--- config.mk ---
export PLATFORM = sky130hd
export DESIGN_NAME = atm_multi_account_ctrl_flat
export DESIGN_NICKNAME = d
export VERILOG_FILES = /design/src/rtl/atm_multi_account_ctrl_pkg.sv /design/src/rtl/atm_multi_account_ctrl_if.sv /design/src/rtl/atm_multi_account_ctrl_bank.sv /design/src/rtl/atm_multi_account_ctrl.sv /design/src/flat_wrapper.sv
export SDC_FILE = /design/constraint.sdc
export NUM_CORES = 1
export LEC_CHECK = 0
export CORE_UTILIZATION = 50
export DETAILED_ROUTE_END_ITERATION = 16
export GPL_TIMING_DRIVEN = 1
export PLACE_DENSITY = 0.69
export SKIP_LAST_GASP = 1
export SLEW_MARGIN = 40
export SYNTH_ARGS = -nofsm -noshare
export SYNTH_HDL_FRONTEND = slang
export SYNTH_HIERARCHICAL = 1
export SYNTH_SLANG_ARGS = --single-unit
export TNS_END_PERCENT = 10
--- constraint.sdc ---
create_clock -name clk -period 5.8 [get_ports clk]
set_input_delay 0.58 -clock clk [delete_from_list [all_inputs] [get_ports clk]]
set_output_delay 0.58 -clock clk [all_outputs]
set_load 0.05 [all_outputs]
--- src/rtl/atm_multi_account_ctrl_pkg.sv ---
// Shared types for the multi-account ATM controller: FSM state encoding,
// operation codes and error codes seen on error_code.
package atm_pkg;

    typedef enum logic [2:0] {
        ST_IDLE,
        ST_PIN_WAIT,
        ST_MENU,
        ST_EXEC,
        ST_EJECT
    } state_t;

    localparam logic [1:0] OP_BALANCE  = 2'b00;
    localparam logic [1:0] OP_DEPOSIT  = 2'b01;
    localparam logic [1:0] OP_WITHDRAW = 2'b10;
    localparam logic [1:0] OP_END      = 2'b11;

    localparam logic [1:0] ERR_NONE     = 2'b00;
    localparam logic [1:0] ERR_FUNDS    = 2'b01;
    localparam logic [1:0] ERR_OVERFLOW = 2'b10;
    localparam logic [1:0] ERR_LOCKED   = 2'b11;

endpackage

--- src/rtl/atm_multi_account_ctrl_if.sv ---
// User-side bus of the ATM controller.
//   master : card/PIN/op requests in, status and results back
//   slave  : the controller side
interface atm_multi_account_ctrl_if #(
    parameter int N_ACCOUNTS = 4,
    parameter int PIN_W      = 4,
    parameter int AMT_W      = 7,
    parameter int BAL_W      = 32
);
    localparam int AW = $clog2(N_ACCOUNTS);

    logic             card_in;
    logic [AW-1:0]    account_id;
    logic             pin_valid;
    logic [PIN_W-1:0] pin;
    logic             op_valid;
    logic [1:0]       op_code;
    logic [AMT_W-1:0] amount;
    logic             eject_card;
    logic             pin_ok;
    logic             op_done;
    logic             op_error;
    logic [1:0]       error_code;
    logic [BAL_W-1:0] balance_out;
    logic             card_ejected;
    logic             busy;

    modport master (
        output card_in, account_id, pin_valid, pin, op_valid, op_code, amount, eject_card,
        input  pin_ok, op_done, op_error, error_code, balance_out, card_ejected, busy
    );

    modport slave (
        input  card_in, account_id, pin_valid, pin, op_valid, op_code, amount, eject_card,
        output pin_ok, op_done, op_error, error_code, balance_out, card_ejected, busy
    );

endinterface

--- src/rtl/atm_multi_account_ctrl_bank.sv ---
// atm_account_bank: N_ACCOUNTS x BAL_W balance register file.
//   clk, reset    : clock, async active-high reset (all balances -> 0)
//   raddr / rdata : combinational read port
//   we/waddr/wdata: synchronous write port
module atm_account_bank #(
    parameter int N_ACCOUNTS = 4,
    parameter int BAL_W      = 32,
    localparam int AW        = $clog2(N_ACCOUNTS)
) (
    input  logic             clk,
    input  logic             reset,
    input  logic [AW-1:0]    raddr,
    output logic [BAL_W-1:0] rdata,
    input  logic             we,
    input  logic [AW-1:0]    waddr,
    input  logic [BAL_W-1:0] wdata
);

    logic [BAL_W-1:0] bal_q [N_ACCOUNTS];

    always_ff @(posedge clk or posedge reset) begin
        if (reset) begin
            for (int i = 0; i < N_ACCOUNTS; i++) bal_q[i] <= '0;
        end else if (we) begin
            bal_q[waddr] <= wdata;
        end
    end

    assign rdata = bal_q[raddr];

endmodule

--- src/rtl/atm_multi_account_ctrl.sv ---
// atm_multi_account_ctrl: card/PIN/transaction controller over a bank of
// per-account balances.
//   clk, reset : clock, async active-high reset
//   bus        : atm_multi_account_ctrl_if.slave (card, PIN, ops, status)
// Optional build macro ATM_PIN_LOCKOUT_EN: after MAX_TRIES consecutive wrong
// PINs the account is locked (sticky until reset) and the card ejected with
// error code 11. Without it, PIN retries are unlimited.
module atm_multi_account_ctrl
    import atm_pkg::*;
#(
    parameter int N_ACCOUNTS = 4,
    parameter int PIN_W      = 4,
    parameter int AMT_W      = 7,
    parameter int BAL_W      = 32,
    parameter int MAX_TRIES  = 3,
    parameter logic [N_ACCOUNTS*PIN_W-1:0] PIN_TABLE = 16'hDCBA
) (
    input logic clk,
    input logic reset,
    atm_multi_account_ctrl_if.slave bus
);

    localparam int AW = $clog2(N_ACCOUNTS);
    localparam int TW = $clog2(MAX_TRIES + 1);

    state_t           state_q, state_d;
    logic [AW-1:0]    acct_q, acct_d;
    logic [TW-1:0]    tries_q, tries_d;
    logic [1:0]       op_q, op_d;
    logic [AMT_W-1:0] amt_q, amt_d;
    logic             done_q, done_d, err_q, err_d;
    logic [1:0]       code_q, code_d;
    logic [BAL_W-1:0] bout_q, bout_d;
`ifdef ATM_PIN_LOCKOUT_EN
    logic [N_ACCOUNTS-1:0] lock_q, lock_d;
`endif

    logic             we;
    logic [BAL_W-1:0] wdata, cur_bal, diff;
    logic [BAL_W:0]   sum;
    logic             short_funds, pin_match, abort;

    atm_account_bank #(.N_ACCOUNTS(N_ACCOUNTS), .BAL_W(BAL_W)) u_bank (
        .clk   (clk),
        .reset (reset),
        .raddr (acct_q),
        .rdata (cur_bal),
        .we    (we),
        .waddr (acct_q),
        .wdata (wdata)
    );

    // One extra bit on the sum so a deposit carry is detected, not wrapped.
    assign sum         = {1'b0, cur_bal} + {{(BAL_W + 1 - AMT_W){1'b0}}, amt_q};
    assign diff        = cur_bal - {{(BAL_W - AMT_W){1'b0}}, amt_q};
    assign short_funds = {{(BAL_W - AMT_W){1'b0}}, amt_q} > cur_bal;
    assign pin_match   = bus.pin == PIN_TABLE[acct_q*PIN_W +: PIN_W];
    assign abort       = bus.eject_card || !bus.card_in;

    always_comb begin
        state_d = state_q;
        acct_d  = acct_q;
        tries_d = tries_q;
        op_d    = op_q;
        amt_d   = amt_q;
        done_d  = 1'b0;
        err_d   = 1'b0;
        code_d  = code_q;
        bout_d  = bout_q;
        we      = 1'b0;
        wdata   = cur_bal;
`ifdef ATM_PIN_LOCKOUT_EN
        lock_d  = lock_q;
`endif
        case (state_q)
            ST_IDLE: begin
                if (bus.card_in) begin
                    acct_d  = bus.account_id;
                    state_d = ST_PIN_WAIT;
                end
            end
            ST_PIN_WAIT: begin
                if (abort) begin
                    state_d = ST_EJECT;
`ifdef ATM_PIN_LOCKOUT_EN
                end else if (lock_q[acct_q]) begin
                    state_d = ST_EJECT;
                    err_d   = 1'b1;
                    code_d  = ERR_LOCKED;
`endif
                end else if (bus.pin_valid) begin
                    if (pin_match) begin
                        state_d = ST_MENU;
                        tries_d = '0;
`ifdef ATM_PIN_LOCKOUT_EN
                    end else if (tries_q == TW'(MAX_TRIES - 1)) begin
                        lock_d[acct_q] = 1'b1;
                        err_d          = 1'b1;
                        code_d         = ERR_LOCKED;
                        state_d        = ST_EJECT;
                    end else begin
                        tries_d = tries_q + 1'b1;
                    end
`else
                    end else if (tries_q != '1) begin
                        // saturate: the count has no consequence without lockout
                        tries_d = tries_q + 1'b1;
                    end
`endif
                end
            end
            ST_MENU: begin
                if (abort) begin
                    state_d = ST_EJECT;
                end else if (bus.op_valid) begin
                    op_d    = bus.op_code;
                    amt_d   = bus.amount;
                    state_d = ST_EXEC;
                end
            end
            ST_EXEC: begin
                // An entered transaction always completes, even on abort.
                state_d = abort ? ST_EJECT : ST_MENU;
                done_d  = 1'b1;
                code_d  = ERR_NONE;
                bout_d  = cur_bal;
                case (op_q)
                    OP_DEPOSIT: begin
                        if (sum[BAL_W]) begin
                            done_d = 1'b0;
                            err_d  = 1'b1;
                            code_d = ERR_OVERFLOW;
                        end else begin
                            we     = 1'b1;
                            wdata  = sum[BAL_W-1:0];
                            bout_d = sum[BAL_W-1:0];
                        end
                    end
                    OP_WITHDRAW: begin
                        if (short_funds) begin
                            done_d = 1'b0;
                            err_d  = 1'b1;
                            code_d = ERR_FUNDS;
                        end else begin
                            we     = 1'b1;
                            wdata  = diff;
                            bout_d = diff;
                        end
                    end
                    OP_END:  state_d = ST_EJECT;
                    default: ;
                endcase
            end
            ST_EJECT: begin
                tries_d = '0;
                if (!bus.card_in) state_d = ST_IDLE;
            end
            default: state_d = ST_IDLE;
        endcase
    end

    always_ff @(posedge clk or posedge reset) begin
        if (reset) begin
            state_q <= ST_IDLE;
            acct_q  <= '0;
            tries_q <= '0;
            op_q    <= '0;
            amt_q   <= '0;
            done_q  <= 1'b0;
            err_q   <= 1'b0;
            code_q  <= '0;
            bout_q  <= '0;
        end else begin
            state_q <= state_d;
            acct_q  <= acct_d;
            tries_q <= tries_d;
            op_q    <= op_d;
            amt_q   <= amt_d;
            done_q  <= done_d;
            err_q   <= err_d;
            code_q  <= code_d;
            bout_q  <= bout_d;
        end
    end

`ifdef ATM_PIN_LOCKOUT_EN
    always_ff @(posedge clk or posedge reset) begin
        if (reset) lock_q <= '0;
        else       lock_q <= lock_d;
    end
`endif

    assign bus.pin_ok       = (state_q == ST_MENU) || (state_q == ST_EXEC);
    assign bus.card_ejected = state_q == ST_EJECT;
    assign bus.busy         = state_q != ST_IDLE;
    assign bus.op_done      = done_q;
    assign bus.op_error     = err_q;
    assign bus.error_code   = code_q;
    assign bus.balance_out  = bout_q;

endmodule
--- src/flat_wrapper.sv ---
// flat-port wrapper written by rule: the top's interface ports become plain ports
module atm_multi_account_ctrl_flat import atm_pkg::*;
#(
    parameter int N_ACCOUNTS = 4,
    parameter int PIN_W      = 4,
    parameter int AMT_W      = 7,
    parameter int BAL_W      = 32,
    parameter int MAX_TRIES  = 3,
    parameter logic [N_ACCOUNTS*PIN_W-1:0] PIN_TABLE = 16'hDCBA
)
  (clk, reset, bus_card_in, bus_account_id, bus_pin_valid, bus_pin, bus_op_valid, bus_op_code, bus_amount, bus_eject_card, bus_pin_ok, bus_op_done, bus_op_error, bus_error_code, bus_balance_out, bus_card_ejected, bus_busy);
  atm_multi_account_ctrl_if #(.N_ACCOUNTS(N_ACCOUNTS), .PIN_W(PIN_W), .AMT_W(AMT_W), .BAL_W(BAL_W)) bus_i ();
  input logic clk;
  input logic reset;
  input wire logic [$bits(bus_i.card_in)-1:0] bus_card_in;
  input wire logic [$bits(bus_i.account_id)-1:0] bus_account_id;
  input wire logic [$bits(bus_i.pin_valid)-1:0] bus_pin_valid;
  input wire logic [$bits(bus_i.pin)-1:0] bus_pin;
  input wire logic [$bits(bus_i.op_valid)-1:0] bus_op_valid;
  input wire logic [$bits(bus_i.op_code)-1:0] bus_op_code;
  input wire logic [$bits(bus_i.amount)-1:0] bus_amount;
  input wire logic [$bits(bus_i.eject_card)-1:0] bus_eject_card;
  output wire logic [$bits(bus_i.pin_ok)-1:0] bus_pin_ok;
  output wire logic [$bits(bus_i.op_done)-1:0] bus_op_done;
  output wire logic [$bits(bus_i.op_error)-1:0] bus_op_error;
  output wire logic [$bits(bus_i.error_code)-1:0] bus_error_code;
  output wire logic [$bits(bus_i.balance_out)-1:0] bus_balance_out;
  output wire logic [$bits(bus_i.card_ejected)-1:0] bus_card_ejected;
  output wire logic [$bits(bus_i.busy)-1:0] bus_busy;
  assign bus_i.card_in = bus_card_in;
  assign bus_i.account_id = bus_account_id;
  assign bus_i.pin_valid = bus_pin_valid;
  assign bus_i.pin = bus_pin;
  assign bus_i.op_valid = bus_op_valid;
  assign bus_i.op_code = bus_op_code;
  assign bus_i.amount = bus_amount;
  assign bus_i.eject_card = bus_eject_card;
  assign bus_pin_ok = bus_i.pin_ok;
  assign bus_op_done = bus_i.op_done;
  assign bus_op_error = bus_i.op_error;
  assign bus_error_code = bus_i.error_code;
  assign bus_balance_out = bus_i.balance_out;
  assign bus_card_ejected = bus_i.card_ejected;
  assign bus_busy = bus_i.busy;
  atm_multi_account_ctrl #(.N_ACCOUNTS(N_ACCOUNTS), .PIN_W(PIN_W), .AMT_W(AMT_W), .BAL_W(BAL_W), .MAX_TRIES(MAX_TRIES), .PIN_TABLE(PIN_TABLE)) u_core (.clk(clk), .reset(reset), .bus(bus_i));
endmodule
==> flow_summary.json, run 1 <==
{
  "status": "completed",
  "crit_family": "compound AO/OA/AOI/OAI gates",
  "dp_hpwl_um": 18800,
  "viasPerCell": 6.49,
  "async_flop_share_pct": 100,
  "cts_resized": 0,
  "cts_setup_buffers": 0,
  "clockBufferDepth": 2,
  "rsz0062_at_grt": "no",
  "yosysWarnings": 6,
  "hp-class": "in -> async",
  "syn_area_per_cell_um2": 11.1,
  "vias": 8317,
  "syn_nets": 1007,
  "post_drt_wl_per_cell_um": 21.8,
  "grt_pass1_wl_um": 45900,
  "power.total_mw": 4.16,
  "cts_tree": "done",
  "clkTransAtPathRegs_ps": 70,
  "io_buffers": 59,
  "fin_crit_sh_pct": 84.5,
  "grt_pass1_vias": 8274,
  "die_area_mm2": 0.0220,
  "worst-slew-pin-transition_ps": 818,
  "path_class": "reg -> reg",
  "cts_root_buf": "clkbuf_16",
  "setup_viol": 0,
  "start_kind": "flip-flop",
  "utilization_pct": 57.5,
  "dp_slack_ps": 878,
  "synthFlopType": "dfrtp_1",
  "synthesis.area_mm2": 0.0107,
  "drv_cap": 0,
  "num_rows": 53,
  "ys_seq_area_share_pct": 41.7,
  "diodes": 0,
  "die_h_um": 148,
  "met3_length_um": 1780,
  "cp-end-kind": "flip-flop",
  "crit_fanout": 22,
  "clk_latency_ps": 440,
  "fin_skew_ps": 15.9,
  "drtIter0Drc": 812,
  "grt_antenna_before_repair": 0,
  "crit_chain": "mux4_2 -> ha_1 -> o21bai_1 -> o2111a_1 -> o21a_1 -> a2111oi_0 -> o221ai_1 -> o2111ai_1 -> a21boi_0 -> mux2_2",
  "slew_violations": 0,
  "gp_congestion": 0.934,
  "grt-ovfl-total": 0,
  "peakVddDrop_v": 0.000211,
  "synth_edf_count": 0,
  "tns_ps": 0,
  "ant_nets": 0,
  "grt_max_degree": 61,
  "critPathBufInv": 0,
  "cts.sinks": 178,
  "cts_max_level": 4,
  "fp.dieW_um": 148,
  "start_util_pct": 51.0,
  "nets": 1034,
  "cts-buffers-inserted": 17,
  "wl_met2_um": 12700,
  "finalCriticalPeriod_ps": 4900,
  "hold_viol_final": 0,
  "first_pass_iters": 6,
  "place_area_mm2": 0.0115,
  "wl_met1_um": 13000,
  "critPathMaxStageDelay_ps": 870,
  "cts_hold_buf": 0,
  "ys_ff_latch": 178,
  "ios": 60,
  "layout-drive-gt1-share_pct": 26.1,
  "final_cell_area_mm2": 0.0120,
  "syn-instance-count": 966,
  "fin_cells": 1281,
  "fmax_mhz": 204,
  "cp_data_arrival_time_ps": 5280,
  "core_mm2": 0.0210,
  "place_inst": 1249,
  "grt.total_usage_pct": 26.9,
  "cpMaxStageDelayCell": "dfrtp_2",
  "cp.required_ps": 6180,
  "mostFrequentLayoutCells": "176 x dfrtp_1, 140 x mux2_2, 59 x clkdlybuf4s50_1",
  "power_density_mw_per_mm2": 345,
  "drc": 0,
  "hold_ws_ps": 456,
  "layout_commonest_cell": "dfrtp_1",
  "slew_headroom_pct": 44.0,
  "yosysUniqueCellTypes": 91,
  "syn_to_final_growth_pct": 12.7,
  "worst_slack_ps": 897,
  "route.top_layer_used": "met4",
  "total_leakage_power_nw": 5.44,
  "wl_um": 28000
}
sequential cells by signal, summed over array words and instances (netlist names):
name and cells:
u_core/bus.op_error 1, u_core/amt_q 7, u_core/u_bank/bal_q 128, u_core/acct_q 2, u_core/bus.op_done 1, u_core/bus.balance_out 32, u_core/state_q 3, u_core/op_q 2
u_core/bus.error_code 2
cells by family after synthesis:
logic type                 count (synthesis)  share of synthesized area (%)
muxes                                    177                           22.0
buffers and inverters                    106                           4.44
adders and majority gates                 20                           2.48
DFF                                      178                           41.7
AOI/OAI and AO/OA                        217                           15.4
xor gates and xnor gates                   8                          0.656
and+or+nand+nor                          260                           13.3
worst reg2reg max path, delay by kind of cell, from the launching register on:
kind | cells | cell delay, ps
AO/OA/AOI/OAI | 7 | 2600
multiplexers | 2 | 930
flip-flops | 1 | 870
adder cells (fa/ha/maj) | 1 | 470
synthesized netlist by cell type (5+ instances only):
cell type	n	area, um^2
mux4_2	32	721
nand3_1	21	105
a211o_1	7	61.3
nor2_1	53	199
o221ai_1	6	52.6
o31ai_1	5	37.5
inv_1	29	109
xnor2_1	5	43.8
o211ai_1	10	75.1
a221o_1	7	70.1
nor3_1	25	125
and2_1	7	43.8
and4_1	7	61.3
o2111ai_1	5	43.8
o21ai_0	15	75.1
ha_1	18	225
a21o_1	14	105
buf_2	24	120
a221oi_1	5	43.8
o21ai_1	7	35.0
dfrtp_1	178	4450
o31a_1	6	52.6
a31oi_1	10	62.6
o21a_1	19	143
nand3b_1	8	60.1
nand2b_1	6	37.5
or3_1	11	68.8
and3_1	7	43.8
nand2_1	51	191
clkbuf_1	41	154
nor4_1	14	87.6
o22a_1	5	43.8
a21oi_1	33	165
or4_1	8	60.1
buf_4	8	60.1
nand4_1	15	93.8
mux2_2	140	1580
a2111oi_0	5	43.8
nor2b_1	6	37.5
a211oi_1	7	52.6
metal layers:
layer  track usage [%]  vias up
li1                  -     3745
met1              39.3     4212
met2              41.3      310
met3              3.80       50
met4              8.66        0
met5                 0        -
area by class of cell:
cell class | instances | area (um^2)
Clock buffer | 17 | 425
Timing Repair Buffer | 84 | 790
Fill cell | 1763 | 8910
Clock inverter | 15 | 134
Sequential cell | 178 | 4460
Tap cell | 275 | 344
Multi-Input combinational cell | 682 | 5780
Inverter | 30 | 115
path summary, 6_finish.rpt:
check / slack (ps) / cells past startpoint / from / to
setup / recovery: 900 / 10 / u_core/acct_q[1]$_DFFE_PP0P_ / u_core/u_bank/bal_q[11]$_DFFE_PP0P_
hold / removal: 460 / 2 / reset / u_core/u_bank/bal_q[98]$_DFFE_PP0P_
setup reg to reg: 900 / 10 / u_core/acct_q[1]$_DFFE_PP0P_ / u_core/u_bank/bal_q[11]$_DFFE_PP0P_
hold reg to reg: 480 / 2 / u_core/bus.balance_out[12]$_DFFE_PP0P_ / u_core/bus.balance_out[12]$_DFFE_PP0P_
max in group asynchronous: 4580 / 3 / reset / u_core/u_bank/bal_q[108]$_DFFE_PP0P_
min in group clk: 480 / 2 / u_core/bus.balance_out[12]$_DFFE_PP0P_ / u_core/bus.balance_out[12]$_DFFE_PP0P_
report_power, final:
| group | switching [mW] | internal [mW] |
|---|---|---|
| sequential | 0.167 | 1.34 |
| combinational | 0.996 | 0.550 |
| clock | 0.507 | 0.594 |
| total | 1.67 | 2.49 |
Note: power is estimated with default switching activity, not from simulation.
==> run 2: changes to the inputs <==
- clock period: 5.8 -> 4.6 ns (I/O delays scaled with it)
==> run 2 against run 1 <==
- design area up 2.1%
- clock skew down 0.70 ps
- sequential share of layout area down 0.76 points
- routed wire length up 4.5%
- first-iteration DRC count up 5.9%
- hold slack better by 31 ps
- count of clock-buffer cells in the layout up 4
- sequential cell count unchanged
- critical path depth up 2
- critical endpoint is now u_core/u_bank/bal_q[123]$_DFFE_PP0P_
- largest power group unchanged
==> flow_summary.json, run 2 (synthesized netlist as in run 1, its figures left out) <==
{
  "die_h_um": 148,
  "path_class": "reg -> reg",
  "cts.sinks": 178,
  "finalCriticalPeriod_ps": 4400,
  "core_mm2": 0.0210,
  "drtIter0Drc": 860,
  "cts-buffers-inserted": 17,
  "die_area_mm2": 0.0220,
  "diodes": 0,
  "largest_reg_flops": 128,
  "critPathMaxStageDelay_ps": 590,
  "cp_data_arrival_time_ps": 4700,
  "io_buffers": 59,
  "dp_hpwl_um": 20200,
  "nets": 1063,
  "crit_fanout": 13,
  "cts_tree": "done",
  "hold_viol_final": 0,
  "viasPerCell": 6.51,
  "syn_to_final_growth_pct": 15.1,
  "wl_um": 29200,
  "cts_max_level": 4,
  "status": "completed",
  "cts_root_buf": "clkbuf_16",
  "p_sw_share_pct": 39.4,
  "slew_violations": 0,
  "power_density_mw_per_mm2": 436,
  "p_clk_share_pct": 27.0,
  "layout-drive-gt1-share_pct": 27.8,
  "mostFrequentLayoutCells": "176 x dfrtp_1, 140 x mux2_2, 59 x clkdlybuf4s50_1",
  "rsz0062_at_grt": "no",
  "fin_skew_ps": 15.2,
  "peakVddDrop_v": 0.000250,
  "post_drt_wl_per_cell_um": 22.3,
  "worst-slew-pin-transition_ps": 703,
  "fin_crit_sh_pct": 95.6,
  "setup_viol": 0,
  "grt.total_usage_pct": 28.2,
  "first_pass_iters": 6,
  "start_util_pct": 51.0,
  "cpMostUsedCell": "buf_4",
  "ant_nets": 0,
  "drc": 0,
  "gp_congestion": 0.967,
  "p_sw_mw": 2.11,
  "grt_max_degree": 68,
  "clk_latency_ps": 430,
  "fmax_mhz": 227,
  "start_kind": "flip-flop",
  "fp.dieW_um": 148,
  "cts_hold_buf": 0,
  "drv_cap": 0,
  "place_inst": 1276,
  "fin_cells": 1310,
  "internal-power_mw": 3.25,
  "num_rows": 53,
  "cp.required_ps": 4910,
  "tns_ps": 0,
  "clkTransAtPathRegs_ps": 70,
  "vias": 8522,
  "cpMaxStageDelayCell": "mux4_2",
  "grt_antenna_before_repair": 0,
  "grt-ovfl-total": 0,
  "clockBufferDepth": 2,
  "pwr-share-comb_pct": 38.0,
  "grt_pass1_wl_um": 47700,
  "slew_headroom_pct": 52.4,
  "p_seq_share_pct": 35.0,
  "crit_chain": "buf_4 -> mux4_2 -> ha_1 -> buf_4 -> nand2b_1 -> a21oi_1 -> a211oi_1 -> o211ai_1 -> o31a_1 -> nor4_1 -> nor3_1 -> mux2_2",
  "hp-class": "reg -> reg",
  "largest_register": "u_core/u_bank/bal_q",
  "grt_pass1_vias": 8532,
  "cp-end-kind": "flip-flop",
  "layout_commonest_cell": "dfrtp_1",
  "ios": 60,
  "total_leakage_power_nw": 5.59
}
[run 2: routing by layer]
| metal | wire length [um] | GRT usage (%) | up-vias |
|---|---|---|---|
| li1 | - | - | 3793 |
| met1 | 13400 | 40.9 | 4323 |
| met2 | 13400 | 42.7 | 351 |
| met3 | 1920 | 5.25 | 55 |
| met4 | 567 | 8.76 | 0 |
| met5 | 0 | 0 | - |
[run 2: through the flow]
step / cell area [um^2] / utilization, % / setup slack [ps] / hold slack (ps) / total power [mW]
finish: 12300 / 58.7 / 202 / 487 / 5.36
global route: 12300 / 58.7 / 71.3 / 513 / 5.62
CTS: 12300 / 58.6 / 126 / 489 / 5.37
detailed placement: 11700 / 55.8 / 154 / 465 / 3.91
global placement: 11700 / 55.8 / 145 / 462 / 3.89
floorplan: 10700 / - / 471 / 453 / 3.27
[run 2: final timing paths]
| check | from | to | slack [ps] | cells after the start |
|---|---|---|---|---|
| max in group asynchronous | reset | u_core/bus.balance_out[17]$_DFFE_PP0P_ | 3220 | 3 |
| setup reg to reg | u_core/acct_q[1]$_DFFE_PP0P_ | u_core/u_bank/bal_q[123]$_DFFE_PP0P_ | 200 | 12 |
| hold / removal | u_core/bus.balance_out[14]$_DFFE_PP0P_ | u_core/bus.balance_out[14]$_DFFE_PP0P_ | 490 | 2 |
| setup / recovery | u_core/acct_q[1]$_DFFE_PP0P_ | u_core/u_bank/bal_q[123]$_DFFE_PP0P_ | 200 | 12 |
| hold reg to reg | u_core/bus.balance_out[14]$_DFFE_PP0P_ | u_core/bus.balance_out[14]$_DFFE_PP0P_ | 490 | 2 |
| min in group asynchronous | reset | u_core/u_bank/bal_q[34]$_DFFE_PP0P_ | 530 | 2 |
[run 2: what timing repair did]
item,CTS,global route
setup buffers,0,2
endpoints found under the hold margin,0,0
gates resized for setup,0,1
endpoints found under the setup margin,0,4
[run 2: layout make-up]
cell class / count / area (um^2)
fill: 1797 / 8660
multi-input combinational: 682 / 5770
sequential: 178 / 4460
timing repair buffer: 113 / 1030
clock buffer: 21 / 450
tap: 275 / 344
clock inverter: 11 / 128
inverter: 30 / 118
[run 2: worst max-delay path: cells and delay by family, from the launching register on]
| kind | cells | cell delay (ps) |
|---|---|---|
| AO/OA/AOI/OAI | 4 | 1280 |
| flip-flops | 1 | 530 |
| buffers and inverters | 2 | 500 |
| adder cells (fa/ha/maj) | 1 | 320 |
| AND/OR/NAND/NOR | 3 | 730 |
| multiplexers | 2 | 900 |
[run 2: power groups by stage]
| stage | clock (mW) | combinational (mW) | sequential [mW] |
|---|---|---|---|
| after CTS | 1.48 | 2.02 | 1.88 |
| final | 1.45 | 2.04 | 1.87 |
| after global placement | 0 | 1.99 | 1.90 |
| after floorplan | 0 | 1.14 | 2.13 |
| after detailed placement | 0 | 2.01 | 1.90 |
| after global routing | 1.55 | 2.17 | 1.90 |
==> run 3: changes to the inputs <==
--- a/config.mk
+++ b/config.mk
@@ -7,2 +7,3 @@
 export LEC_CHECK = 0
+export CORE_MARGIN = 4
 export CORE_UTILIZATION = 50
--- a/constraint.sdc
+++ b/constraint.sdc
@@ -3,2 +3,2 @@
 set_output_delay 0.46 -clock clk [all_outputs]
-set_load 0.05 [all_outputs]
+set_load 0.02 [all_outputs]
==> run 3 against run 2 <==
- fmax increased by 0.98%
- global-route usage shrank 2.6 points
- worst setup slack better by 43 ps
- sequential power about the same
- core utilization barely moved
- count of clock-buffer cells in the layout down 3
- clock skew is 1.5 ps lower
- sequential cell count did not move
- hold slack worse by 3.2 ps
- clock power fell by 5%
- routed wire length is 2.9% higher
- critical endpoint is now u_core/u_bank/bal_q[91]$_DFFE_PP0P_
==> flow_summary.json, run 3 (synthesized netlist as in run 1, its figures left out) <==
{
  "die_h_um": 154,
  "cpMaxStageDelayCell": "mux4_2",
  "io_buffers": 59,
  "gp_congestion": 0.982,
  "vias": 8668,
  "layout-drive-gt1-share_pct": 28.5,
  "fin_crit_sh_pct": 94.7,
  "hp-class": "reg -> reg",
  "largest_register": "u_core/u_bank/bal_q",
  "reg2reg_depth": 10,
  "worstHoldEndpoint": "u_core/bus.balance_out[25]$_DFFE_PP0P_",
  "slew_violations": 0,
  "viasPerCell": 6.59,
  "clockBufferDepth": 2,
  "ios": 60,
  "grt_antenna_before_repair": 0,
  "diodes": 0,
  "nets": 1068,
  "drc": 0,
  "cts-buffers-inserted": 17,
  "grt_pass1_wl_um": 48200,
  "dp_slack_ps": 261,
  "rrSetupSlack_ps": 240,
  "start_util_pct": 50.8,
  "largest_reg_flops": 128,
  "grt_pass1_vias": 8465,
  "holdPathStages": 1,
  "crit_fanout": 9,
  "grt.total_usage_pct": 25.6,
  "mostFrequentLayoutCells": "176 x dfrtp_1, 140 x mux2_2, 59 x clkdlybuf4s50_1",
  "power.total_mw": 5.10,
  "rsz0062_at_grt": "no",
  "cp.required_ps": 4910,
  "clkTransAtPathRegs_ps": 70,
  "critPathMaxStageDelay_ps": 620,
  "finalCriticalPeriod_ps": 4360,
  "min-delay-start": "u_core/bus.balance_out[25]$_DFFE_PP0P_",
  "core_mm2": 0.0210,
  "dp_hpwl_um": 20200,
  "cp_data_arrival_time_ps": 4670,
  "cts_root_buf": "clkbuf_16",
  "tns_ps": 0,
  "layout_commonest_cell": "dfrtp_1",
  "peakVddDrop_v": 0.000237,
  "setup_viol": 0,
  "ant_nets": 0,
  "path_class": "reg -> reg",
  "clk_latency_ps": 440,
  "worst-slew-pin-transition_ps": 833,
  "cts.sinks": 178,
  "start_kind": "flip-flop",
  "fin_skew_ps": 13.7,
  "fp.dieW_um": 154,
  "slew_headroom_pct": 44.5,
  "crit_chain": "mux4_2 -> ha_1 -> nor2_1 -> o311ai_0 -> a211oi_1 -> o211ai_1 -> o31a_1 -> nor4_1 -> nor3_1 -> mux2_2",
  "grt_max_degree": 129,
  "die_area_mm2": 0.0238,
  "cp-end-kind": "flip-flop",
  "worst_slack_ps": 245,
  "num_rows": 53,
  "fmax_mhz": 230,
  "post_drt_wl_per_cell_um": 22.9,
  "drv_cap": 0,
  "r2r_start": "u_core/acct_q[1]$_DFFE_PP0P_",
  "cts_tree": "done",
  "r2r-end": "u_core/u_bank/bal_q[91]$_DFFE_PP0P_",
  "drtIter0Drc": 889,
  "first_pass_iters": 5,
  "syn_to_final_growth_pct": 15.6,
  "hold_viol_final": 0,
  "grt-ovfl-total": 0,
  "status": "completed",
  "power_density_mw_per_mm2": 413,
  "cts_max_level": 4,
  "wl_um": 30100,
  "total_leakage_power_nw": 5.62
}
==> run 3: how the worst max path moves through the flow <==
stage | startpoint | endpoint | depth (start not counted)
2_1_floorplan | u_core/acct_q[1]$_DFFE_PP0P_ | u_core/u_bank/bal_q[118]$_DFFE_PP0P_ | 15
3_3_place_gp | u_core/acct_q[1]$_DFFE_PP0P_ | u_core/u_bank/bal_q[123]$_DFFE_PP0P_ | 10
3_5_place_dp | u_core/acct_q[1]$_DFFE_PP0P_ | u_core/u_bank/bal_q[91]$_DFFE_PP0P_ | 10
4_1_cts | u_core/acct_q[1]$_DFFE_PP0P_ | u_core/u_bank/bal_q[91]$_DFFE_PP0P_ | 10
5_1_grt | u_core/acct_q[1]$_DFFE_PP0P_ | u_core/u_bank/bal_q[59]$_DFFE_PP0P_ | 10
6_report | u_core/acct_q[1]$_DFFE_PP0P_ | u_core/u_bank/bal_q[91]$_DFFE_PP0P_ | 10
==> run 3: worst max-delay path: cells and delay by family, from the launching register on <==
| family | cells | cell delay (ps) |
|---|---|---|
| fa+ha+maj | 1 | 420 |
| simple gates | 3 | 710 |
| flops | 1 | 550 |
| compound gates | 4 | 1630 |
| mux | 2 | 920 |
==> run 3: routing by layer <==
layer,track usage (%),share of wire (%)
met4,6.60,1.8
met2,38.5,45
met3,5.38,7.1
met5,0,0
met1,38.1,46
==> run 3: what timing repair did <==
action | in CTS | in global routing
endpoints found under the hold margin | 0 | 0
endpoints found under the setup margin | 0 | 4
resized for setup | 0 | 1
hold buffers | 0 | 0
buffers inserted | 0 | 0
==> run 3: final cells by class <==
| type | instances | area, um^2 |
|---|---|---|
| Inverter | 30 | 115 |
| Tap cell | 275 | 344 |
| Multi-Input combinational cell | 682 | 5770 |
| Clock inverter | 14 | 121 |
| Fill cell | 1690 | 8680 |
| Sequential cell | 178 | 4460 |
| Clock buffer | 18 | 429 |
| Timing Repair Buffer | 118 | 1110 |
==> run 3: stage by stage <==
| stage | util, % | instance area, um^2 | std cells | hold slack, ps |
|---|---|---|---|---|
| 6_report | 58.7 | 12300 | 1315 | 484 |
| 5_1_grt | 58.7 | 12300 | 1315 | 487 |
| 4_1_cts | 58.7 | 12300 | 1315 | 486 |
| 3_5_place_dp | 56.1 | 11800 | 1283 | 464 |
| 3_3_place_gp | 56.1 | 11800 | 1283 | 463 |
| 2_1_floorplan | - | 10700 | 966 | 453 |
==> run 3: power breakdown <==
part | switching [mW] | total (mW) | internal (mW)
sequential | 0.158 | 1.85 | 1.70
combinational | 1.11 | 1.87 | 0.763
clock | 0.668 | 1.38 | 0.709
total | 1.94 | 5.10 | 3.17
